$ cat src/rtl/space_invaders_pkg.sv
// Shared geometry defaults, hit-detect FSM states and scoring helper for the
// alien grid blocks.
package space_invaders_pkg;

  localparam int DEF_ROWS      = 5;
  localparam int DEF_COLS      = 11;
  localparam int DEF_COL_PITCH = 16;
  localparam int DEF_ROW_PITCH = 16;
  localparam int DEF_ALIEN_W   = 12;
  localparam int DEF_ALIEN_H   = 8;

  typedef enum logic [1:0] {
    S_ACTIVE  = 2'd0,
    S_HOLD    = 2'd1,
    S_CLEARED = 2'd2
  } state_e;

  // Top row is worth the most; rows 1-2 are mid value, everything below is 10.
  function automatic logic [5:0] row_points(input logic [7:0] row);
    if (row == 8'd0)       return 6'd30;
    else if (row <= 8'd2)  return 6'd20;
    else                   return 6'd10;
  endfunction

endpackage

$ cat src/rtl/alien_cell_decode.sv
// Maps a grid-relative bullet offset to a (row, col) cell and flags whether it
// lands inside the hittable sprite area of that cell. Pitches are powers of two.
module alien_cell_decode
  import space_invaders_pkg::*;
#(
  parameter int ROWS      = DEF_ROWS,
  parameter int COLS      = DEF_COLS,
  parameter int COL_PITCH = DEF_COL_PITCH,
  parameter int ROW_PITCH = DEF_ROW_PITCH,
  parameter int ALIEN_W   = DEF_ALIEN_W,
  parameter int ALIEN_H   = DEF_ALIEN_H,
  parameter int RW        = 3,
  parameter int CW        = 4
) (
  input  logic signed [10:0] dx_i,
  input  logic signed [9:0]  dy_i,
  output logic [RW-1:0]      row_o,
  output logic [CW-1:0]      col_o,
  output logic               in_cell_o
);

  localparam int CSH = $clog2(COL_PITCH);
  localparam int RSH = $clog2(ROW_PITCH);

  logic [10:0] dx_u;
  logic [9:0]  dy_u;
  logic [10:0] col_full;
  logic [9:0]  row_full;
  logic [10:0] x_off;
  logic [9:0]  y_off;

  assign dx_u     = dx_i;
  assign dy_u     = dy_i;
  assign col_full = dx_u >> CSH;
  assign row_full = dy_u >> RSH;
  assign x_off    = dx_u & 11'(COL_PITCH - 1);
  assign y_off    = dy_u & 10'(ROW_PITCH - 1);

  // Sign bits reject bullets left of / above the grid before any wrap can occur.
  assign in_cell_o = !dx_i[10] && !dy_i[9]
                  && (col_full < 11'(COLS)) && (row_full < 10'(ROWS))
                  && (x_off < 11'(ALIEN_W)) && (y_off < 10'(ALIEN_H));

  assign col_o = col_full[CW-1:0];
  assign row_o = row_full[RW-1:0];

endmodule

$ cat src/rtl/alien_hit_detect.sv
// Three-stage bullet-vs-alien-grid hit detector: offset, cell decode, then
// alive-bitmap lookup with a one-kill-per-bullet FSM and wave restore.
module alien_hit_detect
  import space_invaders_pkg::*;
#(
  parameter int ROWS      = DEF_ROWS,
  parameter int COLS      = DEF_COLS,
  parameter int COL_PITCH = DEF_COL_PITCH,
  parameter int ROW_PITCH = DEF_ROW_PITCH,
  parameter int ALIEN_W   = DEF_ALIEN_W,
  parameter int ALIEN_H   = DEF_ALIEN_H
) (
  input  logic                 clock,
  input  logic                 global_reset_n,
  input  logic [9:0]           alien_group_x,
  input  logic [8:0]           alien_group_y,
  input  logic                 bullet_valid,
  input  logic [9:0]           bullet_x,
  input  logic [8:0]           bullet_y,
  input  logic                 new_wave,
  output logic                 hit,
  output logic [5:0]           score_points,
  output logic [ROWS*COLS-1:0] alive,
  output logic [5:0]           aliens_remaining,
  output logic                 all_dead
);

  localparam int         N  = ROWS * COLS;
  localparam int         IW = (N > 1) ? $clog2(N) : 1;
  localparam int         RW = (ROWS > 1) ? $clog2(ROWS) : 1;
  localparam int         CW = (COLS > 1) ? $clog2(COLS) : 1;
  localparam logic [5:0] N6 = 6'(N);

  // Pipeline valids (reset) and datapath payload (unreset).
  logic                s1_valid_q, s2_valid_q, s2_cand_q, s3_valid_q, s3_cand_q;
  logic signed [10:0]  dx_q;
  logic signed [9:0]   dy_q;
  logic [RW-1:0]       s2_row_q, row_w;
  logic [CW-1:0]       s2_col_q, col_w;
  logic                in_cell_w;
  logic [IW-1:0]       idx_w, s3_idx_q;
  logic [5:0]          s3_pts_q;

  state_e              state_q, state_d;
  logic [N-1:0]        alive_q, alive_d;
  logic [5:0]          count_q, count_d;
  logic                hit_q, hit_d;
  logic [5:0]          pts_q, pts_d;

  alien_cell_decode #(
    .ROWS(ROWS), .COLS(COLS), .COL_PITCH(COL_PITCH), .ROW_PITCH(ROW_PITCH),
    .ALIEN_W(ALIEN_W), .ALIEN_H(ALIEN_H), .RW(RW), .CW(CW)
  ) u_decode (
    .dx_i      (dx_q),
    .dy_i      (dy_q),
    .row_o     (row_w),
    .col_o     (col_w),
    .in_cell_o (in_cell_w)
  );

  assign idx_w = IW'(s2_row_q) * IW'(COLS) + IW'(s2_col_q);

  // NOTE: only the valid bits need reset; payload flops are qualified by them,
  // so leaving them unreset is safe and keeps the reset tree small.
  always_ff @(posedge clock) begin
    dx_q     <= {1'b0, bullet_x} - {1'b0, alien_group_x};
    dy_q     <= {1'b0, bullet_y} - {1'b0, alien_group_y};
    s2_row_q <= row_w;
    s2_col_q <= col_w;
    s3_idx_q <= s2_cand_q ? idx_w : '0;
    s3_pts_q <= row_points(8'(s2_row_q));
  end

  // NOTE: sequential state uses non-blocking assignments so every flop samples
  // pre-edge values regardless of statement order.
  always_ff @(posedge clock or negedge global_reset_n) begin
    if (!global_reset_n) begin
      s1_valid_q <= 1'b0;
      s2_valid_q <= 1'b0;
      s2_cand_q  <= 1'b0;
      s3_valid_q <= 1'b0;
      s3_cand_q  <= 1'b0;
      state_q    <= S_ACTIVE;
      alive_q    <= '1;
      count_q    <= N6;
      hit_q      <= 1'b0;
      pts_q      <= '0;
    end else begin
      s1_valid_q <= bullet_valid & ~new_wave;
      s2_valid_q <= s1_valid_q & ~new_wave;
      s2_cand_q  <= s1_valid_q & in_cell_w & ~new_wave;
      s3_valid_q <= s2_valid_q & ~new_wave;
      s3_cand_q  <= s2_cand_q & ~new_wave;
      state_q    <= state_d;
      alive_q    <= alive_d;
      count_q    <= count_d;
      hit_q      <= hit_d;
      pts_q      <= pts_d;
    end
  end

  // NOTE: every output of this block is defaulted first so no path infers a latch.
  always_comb begin
    state_d = state_q;
    alive_d = alive_q;
    count_d = count_q;
    hit_d   = 1'b0;
    pts_d   = '0;
    if (new_wave) begin
      state_d = S_ACTIVE;
      alive_d = '1;
      count_d = N6;
    end else begin
      unique case (state_q)
        S_ACTIVE: begin
          if (s3_cand_q && alive_q[s3_idx_q]) begin
            hit_d             = 1'b1;
            pts_d             = s3_pts_q;
            alive_d[s3_idx_q] = 1'b0;
            count_d           = count_q - 6'd1;
            state_d           = (count_q == 6'd1) ? S_CLEARED : S_HOLD;
          end
        end
        // Release is judged on the valid aligned with this stage, so trailing
        // samples of the same bullet still in the pipe cannot score again.
        S_HOLD: if (!s3_valid_q) state_d = S_ACTIVE;
        S_CLEARED: ;
        default: state_d = S_ACTIVE;
      endcase
    end
  end

  assign hit              = hit_q;
  assign score_points     = pts_q;
  assign alive            = alive_q;
  assign aliens_remaining = count_q;
  assign all_dead         = (count_q == 6'd0);

endmodule

$ cat config.mk
export PLATFORM = sky130hd
export DESIGN_NAME = alien_hit_detect
export DESIGN_NICKNAME = d
export VERILOG_FILES = /design/src/rtl/space_invaders_pkg.sv /design/src/rtl/alien_cell_decode.sv /design/src/rtl/alien_hit_detect.sv
export SDC_FILE = /design/constraint.sdc
export NUM_CORES = 1
export LEC_CHECK = 0
export ABC_AREA = 1
export BUFFER_PORTS_ARGS = -buffer_cell sky130_fd_sc_hd__buf_2
export CAP_MARGIN = 20
export CORE_UTILIZATION = 40
export CTS_BUF_LIST = sky130_fd_sc_hd__clkbuf_2
export DETAILED_ROUTE_END_ITERATION = 10
export REMOVE_ABC_BUFFERS = 1
export SYNTH_ARGS = -nofsm -noshare
export SYNTH_HDL_FRONTEND = slang
export SYNTH_SLANG_ARGS = --single-unit
$ cat constraint.sdc
create_clock -name clock -period 2.88 [get_ports clock]
set_input_delay 0.288 -clock clock [delete_from_list [all_inputs] [get_ports clock]]
set_output_delay 0.288 -clock clock [all_outputs]
set_load 0.01 [all_outputs]
==> metrics.txt, run 1 <==
status complete, no violations; largest net degree at the start of global routing 63; Inserted Clock Buffers 9; Setup WS pre-CTS 443 ps; IO Count 111; XOR/XNOR share of the synthesized area 0.0237; Seq/Total Area, Yosys 0.419; Post-Route WL 13.5 mm; Worst VDD drop 0.220 mV; fin worst setup slack 390 ps; CP required 3410 ps; top cell type by total area after synthesis dfstp_2; post-placement cell area 6610 um^2; final hold viol count 0; Hold Path Depth 4; Post-synth ARST share 0.696; Design Area, Final 6980 um^2; Non-Filler Instances 1076; Post-synth top flop dfstp_2; Post-Synth Adder-Cell Area 0.0780; GRT overflow 0; starting density of the core 0.408; post-synthesis sequential element count 102; overall global routing resource usage 0.191; Syn. warnings 0; CP Launch Point s2_row_q[2]$_DFF_P_; Hold Slack 72.5 ps; placed cells 1034; fill cell total of the finished layout 1467; crit path cell chain inv_1 > ha_1 > fa_1 > inv_1 > fa_1 > o21ai_0 > a21oi_1 > o21ai_0 > a21oi_1; Tightest Pin Transition 684 ps; CP max stage delay 530 ps; Final nets 964; Slowest cell on crit path fa_1; setup TNS 0 ps; # clock sinks 102; crit-path max FO 6; H-Tree Level Count 3; Mapped Area 5900 um^2; vias in the first global route 4635; die area 15200 um^2; Die Y 123 um; post-DR wirelength/cell 12.5 um; clock-pin slew on the worst setup and hold paths 290 ps; Compound-Gate Fraction of Synth Area 0.120; share of cells above drive strength 1 0.256; Vias 4990; minimum clock period after layout 2490 ps; Placer Congestion 0.818; R2R cell count 9; top-count cell post-synth nand2_1; antenna-violating nets left 0; Iteration-0 DRC Markers 290; first-pass GRT wire length 22.3 mm; initial antenna violation count 0; synthesis-to-layout area growth 18.3%; Root Buffer clkbuf_2; crit share post-route 0.865; Max-Cap Viols 0; unrepaired setup endpoints after global routing false; Port-buffer cells 108; endpoints failing setup 0; Synth top area share 0.267; clk_lat worst skew 620 ps; Antenna diodes 0; Slew Limit Fails 0; DRT Pass-1 Iters 5; Horiz. Die Dim 123 um; combinational family with the most area after synthesis simple AND/OR/NAND/NOR gates; Util after Layout 0.482; Post-route DRC 0; Area contributors post-synth dfstp_2, nand2_1, dfxtp_1; hpwl dp 9.50 mm; origin of the critical flop-to-flop path s2_row_q[2]$_DFF_P_; Max Freq 402 MHz; WS Path Type flip-flop to flip-flop; Hold Crit Class input port to flip-flop; post-CTS setup buffers 0; Syn Area/Cell 7.84 um^2; hold path start alien_group_x[8]; Synth Area in Simple Gates 0.224; Core Rows 44; clock skew 31.7 ps; CTS tree built; synth cell count leaders nand2_1, inv_1, nor2_1; Netlist cell types 38; Max clock buf depth 2; mux share of post-synthesis cell area 0; Core ar. 14500 um^2; Worst setup EP type flip-flop; Leak 3.48 nW; post-DR vias/cell 4.64; EDFF count, synth 0; Gate Count Post-Synth 753; startpoint types flip-flop; crit path DAT 3020 ps; Overall Power 2.86 mW; Worst slew margin 0.544; PD cells 409 nW/um^2
## report_power, final
group	internal, mW	switching, mW	leakage (nW)
combinational	0.247	0.306	2.36
clock	0.212	0.504	0.0733
sequential	1.53	0.0512	1.04
total	1.99	0.861	3.48
## logic make-up (layout without fill, tap and decap cells)
logic type	Yosys count	after routing
AOI/OAI and AO/OA	101	101
buffers and inverters	185	323
other	1	2
adders and majority gates	35	35
xor gates and xnor gates	16	16
and+or+nand+nor	313	313
DFF	102	102
## routing by layer
layer | vias up | global-route usage | share of wire
met5 | - | 0 | 0
met4 | 0 | 0.0768 | 0.021
met3 | 18 | 0.0323 | 0.040
met2 | 104 | 0.325 | 0.49
met1 | 2308 | 0.240 | 0.45
li1 | 2560 | - | -
## repair_timing
action,in CTS,in global routing
gates resized for setup,0,0
hold buffers,26,0
hold endpoints to repair,33,0
## state kept, by name, indices dropped and copies added, names as in the netlist
register          count
dy_q                  7
s2_row_q              3
s1_valid_q            1
score_points          2
s2_cand_q             1
aliens_remaining      6
alive                55
s3_valid_q            1
s2_col_q              4
s3_pts_q              2
dx_q                  9
hit                   1
state_q               2
s3_cand_q             1
s3_idx_q              6
s2_valid_q            1
## cell type report
type | count | area, um^2 | share of cell area
multi-input cells | 467 | 2640 | 0.378
flip-flops and latches | 102 | 2470 | 0.354
repair buffers | 149 | 926 | 0.133
inverters | 158 | 596 | 0.0853
well taps | 184 | 230 | 0.0330
clock inverters | 6 | 68.8 | 0.00985
clock buffers | 10 | 50.0 | 0.00717
## worst paths after layout
path,end,slack [ps]
setup reg to reg,s3_idx_q[5]$_SDFF_PN0_,390
min in group asynchronous,aliens_remaining[3]$_DFFE_PN0P_,200
setup / recovery,s3_idx_q[5]$_SDFF_PN0_,390
hold reg to reg,s2_col_q[3]$_DFF_P_,340
hold / removal,dx_q[8]$_DFF_P_,70
max in group asynchronous,alive[38]$_DFFE_PN1P_,1890
## placed cells by master (no fill, tap or decap), types with 26 or more instances in the layout
cell type and count:
nand2_1 167, inv_1 155, buf_2 108, nor2_1 87
dfstp_2 60, o21bai_1 44, nand3_1 35, ha_1 32
dfxtp_1 31, dlygate4sd3_1 26
## critical path, delay by kind of cell, from the launching register on
family | cells | cell delay, ps
adders and majority gates | 3 | 1280
DFF | 1 | 500
AOI/OAI and AO/OA | 4 | 450
buffers and inverters | 2 | 150
Note: power is estimated with default switching activity, not from simulation.
==> inputs of run 2 (changes only) <==
--- a/config.mk
+++ b/config.mk
@@ -11,6 +11,7 @@
 export CORE_UTILIZATION = 40
 export CTS_BUF_LIST = sky130_fd_sc_hd__clkbuf_2
 export DETAILED_ROUTE_END_ITERATION = 10
+export MAX_ROUTING_LAYER = met4
 export REMOVE_ABC_BUFFERS = 1
 export SYNTH_ARGS = -nofsm -noshare
 export SYNTH_HDL_FRONTEND = slang
==> run 2 against run 1 <==
Non-clock buffer count is the same. Sequential share of layout area unchanged. Sequential power barely moved. Die area unchanged. Clock skew decreased by 1.9 ps. Global-route usage rose by 0.56 points. Register-to-register slack about the same. Via count fell by 0.56%. Design area stayed put. Largest cell class unchanged.
==> metrics.txt, run 2 (synthesis results as in run 1) <==
Root Buffer clkbuf_2; R2R cell count 9; hold path start alien_group_x[8]; Max clock buf depth 2; Overall Power 2.86 mW; Iteration-0 DRC Markers 295; DRT Pass-1 Iters 4; max reg flops 55; origin of the critical flop-to-flop path s2_row_q[2]$_DFF_P_; vias in the first global route 4634; endpoints failing setup 0; crit path DAT 3040 ps; startpoint types flip-flop; CTS resizes 0; Worst setup EP type flip-flop; Vias 4962; Post-CTS Hold Buffers 26; starting density of the core 0.408; Post-Route WL 13.5 mm; WS Path Type flip-flop to flip-flop; Core ar. 14500 um^2; Placer Congestion 0.830; largest net degree at the start of global routing 63; Worst slew margin 0.548; most frequent cells in the layout nand2_1, inv_1, buf_2; Final nets 964; hpwl dp 9.50 mm; Max-Cap Viols 0; clk_lat worst skew 640 ps; status complete, no violations; minimum clock period after layout 2490 ps; Post-route DRC 0; Non-Filler Instances 1076; NetSw 863 uW; post-DR wirelength/cell 12.5 um; internal power 1.99 mW; Hold Crit Class input port to flip-flop; Die Y 123 um; setup TNS 0 ps; crit-path max FO 6; Max Freq 402 MHz; commonest non-fill, non-tap cell in the layout nand2_1; # clock sinks 102; Hold Path Depth 4; Slew Limit Fails 0; Horiz. Die Dim 123 um; Seq. cell area 2470 um^2; Clock Power Share 0.252; IO Count 111; H-Tree Level Count 3; post-DR vias/cell 4.61; placed cells 1034; Port-buffer cells 108; final hold viol count 0; die area 15200 um^2; logic gate share of total power 0.193; hold path endpoint dx_q[8]$_DFF_P_; clock skew 29.8 ps; Util after Layout 0.482; multi-input logic area 2640 um^2; overall global routing resource usage 0.197; clock-pin slew on the worst setup and hold paths 280 ps; Leak 3.48 nW; sequential share of power 0.555; unrepaired setup endpoints after global routing false; synthesis-to-layout area growth 18.3%; GRT overflow 0; antenna-violating nets left 0; Antenna diodes 0; worst flop-to-flop path endpoint s3_idx_q[5]$_SDFF_PN0_; CTS tree built; Tightest Pin Transition 678 ps; PD cells 409 nW/um^2; Core Rows 44; initial antenna violation count 0; crit share post-route 0.864; Inserted Clock Buffers 9; switch share 0.302; Worst VDD drop 0.219 mV; share of cells above drive strength 1 0.256; post-CTS setup buffers 0; FF-to-FF setup slack 390 ps; first-pass GRT wire length 22.3 mm; CP required 3430 ps; fill cell total of the finished layout 1467
[run 2: worst max path at each step]
stage / from / to / slack (ps) / cells after the start
global placement: s2_row_q[2]$_DFF_P_ / s3_idx_q[5]$_SDFF_PN0_ / 480 / 9
floorplan: s3_idx_q[0]$_SDFF_PN0_ / alive[0]$_DFFE_PN1P_ / 490 / 11
global route: s2_row_q[2]$_DFF_P_ / s3_idx_q[5]$_SDFF_PN0_ / 170 / 9
detailed placement: s2_row_q[2]$_DFF_P_ / s3_idx_q[5]$_SDFF_PN0_ / 440 / 9
finish: s2_row_q[2]$_DFF_P_ / s3_idx_q[5]$_SDFF_PN0_ / 390 / 9
CTS: s2_row_q[2]$_DFF_P_ / s3_idx_q[5]$_SDFF_PN0_ / 390 / 9
[run 2: metrics by stage]
stage          instance area, um^2  setup slack [ps]  hold WS (ps)
2_1_floorplan                 5710               492         -7.59
3_3_place_gp                  6610               477           334
3_5_place_dp                  6610               443           336
4_1_cts                       6980               387          8.34
5_1_grt                       6980               174          15.6
6_report                      6980               391          56.2
[run 2: final cells by class]
class                   count  share of cell area
multi-input cells         467               0.378
flip-flops and latches    102               0.354
repair buffers            149               0.133
inverters                 158              0.0853
well taps                 184              0.0330
clock inverters             6             0.00985
clock buffers              10             0.00717
[run 2: power groups by stage]
stage | clock (mW) | sequential, mW | combinational (mW)
detailed placement | 0 | 1.61 | 0.518
global route | 0.813 | 1.60 | 0.653
global placement | 0 | 1.61 | 0.508
finish | 0.719 | 1.59 | 0.552
floorplan | 0 | 1.60 | 0.356
CTS | 0.756 | 1.59 | 0.560
[run 2: layer usage]
layer | part of all wire | vias to the layer above | GRT usage
li1 | - | 2556 | -
met2 | 0.49 | 114 | 0.325
met1 | 0.44 | 2274 | 0.241
met3 | 0.045 | 18 | 0.0323
met5 | 0 | - | -
met4 | 0.020 | 0 | 0.0768
[run 2: critical path, stage by stage, from the launching register on]
cell and delay (ps):
dfxtp_1 500, inv_1 90, ha_1 300, fa_1 530, inv_1 60, fa_1 450
o21ai_0 170, a21oi_1 90, o21ai_0 140, a21oi_1 50
==> inputs of run 3 (changes only) <==
--- a/config.mk
+++ b/config.mk
@@ -15,4 +15,5 @@
 export REMOVE_ABC_BUFFERS = 1
 export SYNTH_ARGS = -nofsm -noshare
 export SYNTH_HDL_FRONTEND = slang
+export SYNTH_HIERARCHICAL = 1
 export SYNTH_SLANG_ARGS = --single-unit
==> run 3 against run 2 <==
Clock-buffer cell count did not move. Sequential power barely moved. Cell count rose by 8.0%. Worst setup slack improved by 27 ps. Synthesized cell count rose by 14%. Global-route usage fell by 0.16 points.
==> metrics.txt, run 3 <==
Syn Area/Cell 7.20 um^2; Tightest Pin Transition 808 ps; most frequent cells in the layout nand2_1, inv_1, buf_2; vias in the first global route 4856; WS Path Type input port to flip-flop; crit-path max FO 2; minimum clock period after layout 2460 ps; Max clock buf depth 2; clock skew 38.3 ps; Placer Congestion 0.839; status complete, no violations; GRT overflow 0; crit share post-route 0.855; Die Y 126 um; unrepaired setup endpoints after global routing false; # clock sinks 102; Final nets 1049; post-DR wirelength/cell 12.4 um; hpwl dp 9.94 mm; post-placement cell area 6810 um^2; Syn. warnings 6; H-Tree Level Count 3; commonest non-fill, non-tap cell in the layout nand2_1; die area 15900 um^2; Gate Count Post-Synth 858; synthesis-to-layout area growth 15.8%; starting density of the core 0.408; Core ar. 15100 um^2; Horiz. Die Dim 126 um; share of cells above drive strength 1 0.221; Overall Power 2.97 mW; largest net degree at the start of global routing 56; Max Freq 406 MHz; first-pass GRT wire length 23.7 mm; final hold viol count 0; IO Count 111; Max-Cap Viols 0; Leak 3.73 nW; Seq. cell area 2470 um^2; endpoints failing setup 0; PD cells 415 nW/um^2; post-DR vias/cell 4.66; clk_lat worst skew 650 ps; startpoint types input port; clock-pin slew on the worst setup and hold paths 240 ps; Iteration-0 DRC Markers 369; Core Rows 45; CTS tree built; Post-Route WL 14.4 mm; Vias 5420; Worst setup EP type flip-flop; Inserted Clock Buffers 9; Worst VDD drop 0.230 mV; Slew Limit Fails 0; multi-input logic area 2850 um^2; fill cell total of the finished layout 1559; Post-route DRC 0; CP required 3420 ps; initial antenna violation count 1; overall global routing resource usage 0.195; Port-buffer cells 108; Root Buffer clkbuf_2; Mapped Area 6180 um^2; antenna-violating nets left 0; Util after Layout 0.472; post-CTS setup buffers 0; DRT Pass-1 Iters 5; Worst slew margin 0.461; Design Area, Final 7150 um^2; max reg flops 55; Hold Crit Class input port to flip-flop; crit path DAT 3010 ps
[run 3: layer usage]
metal,global-route usage,share of wire,vias to the layer above
li1,-,-,2806
met1,0.253,0.47,2472
met2,0.305,0.47,128
met3,0.0425,0.049,14
met4,0.0595,0.012,0
met5,-,0,-
[run 3: cell type report]
class | count | area share
diodes | 1 | 0.000350
clock buffers | 10 | 0.00700
clock inverters | 6 | 0.0122
inverters | 171 | 0.0897
multi-input cells | 550 | 0.399
flip-flops and latches | 102 | 0.346
well taps | 188 | 0.0329
repair buffers | 134 | 0.113
[run 3: final timing paths]
kind / start / endpoint / slack (ps) / cells after the start
max: alien_group_x[1] / dx_q[10]$_DFF_P_ / 420 / 10
min: alien_group_y[8] / dy_q[8]$_DFF_P_ / 80 / 4
max in group asynchronous: global_reset_n / alive[4]$_DFFE_PN1P_ / 1860 / 3
min reg2reg: dx_q[5]$_DFF_P_ / s2_col_q[1]$_DFF_P_ / 370 / 0
min in group asynchronous: global_reset_n / aliens_remaining[3]$_DFFE_PN0P_ / 230 / 2
max reg2reg: s2_row_q[2]$_DFF_P_ / s3_idx_q[5]$_SDFF_PN0_ / 420 / 9
[run 3: timing repair]
item,CTS,global route
gates resized for setup,0,0
endpoints found under the hold margin,30,1
hold buffers,18,2
[run 3: power breakdown]
group	switching, mW	total, mW	internal (mW)
clock	0.494	0.782	0.288
combinational	0.347	0.598	0.251
sequential	0.0570	1.59	1.53
total	0.899	2.97	2.07
[run 3: critical path, cell delays in order]
cell and delay (ps):
dlygate4sd3_1 530, buf_2 140, fa_1 460, o21bai_1 190, a21oi_1 120, o21ai_0 300, a31oi_1 190, o21bai_1 160
a21oi_1 80, dlygate4sd3_1 550
[run 3: stage by stage]
stage          hold slack, ps  std cells  setup WS [ps]  setup TNS, ps
6_report                 78.9       1162            418              0
5_1_grt                  9.70       1162            166              0
4_1_cts                  15.7       1159            385              0
3_5_place_dp              338       1125            423              0
3_3_place_gp              337       1125            465              0
2_1_floorplan           -7.59        823          -1100         -49910
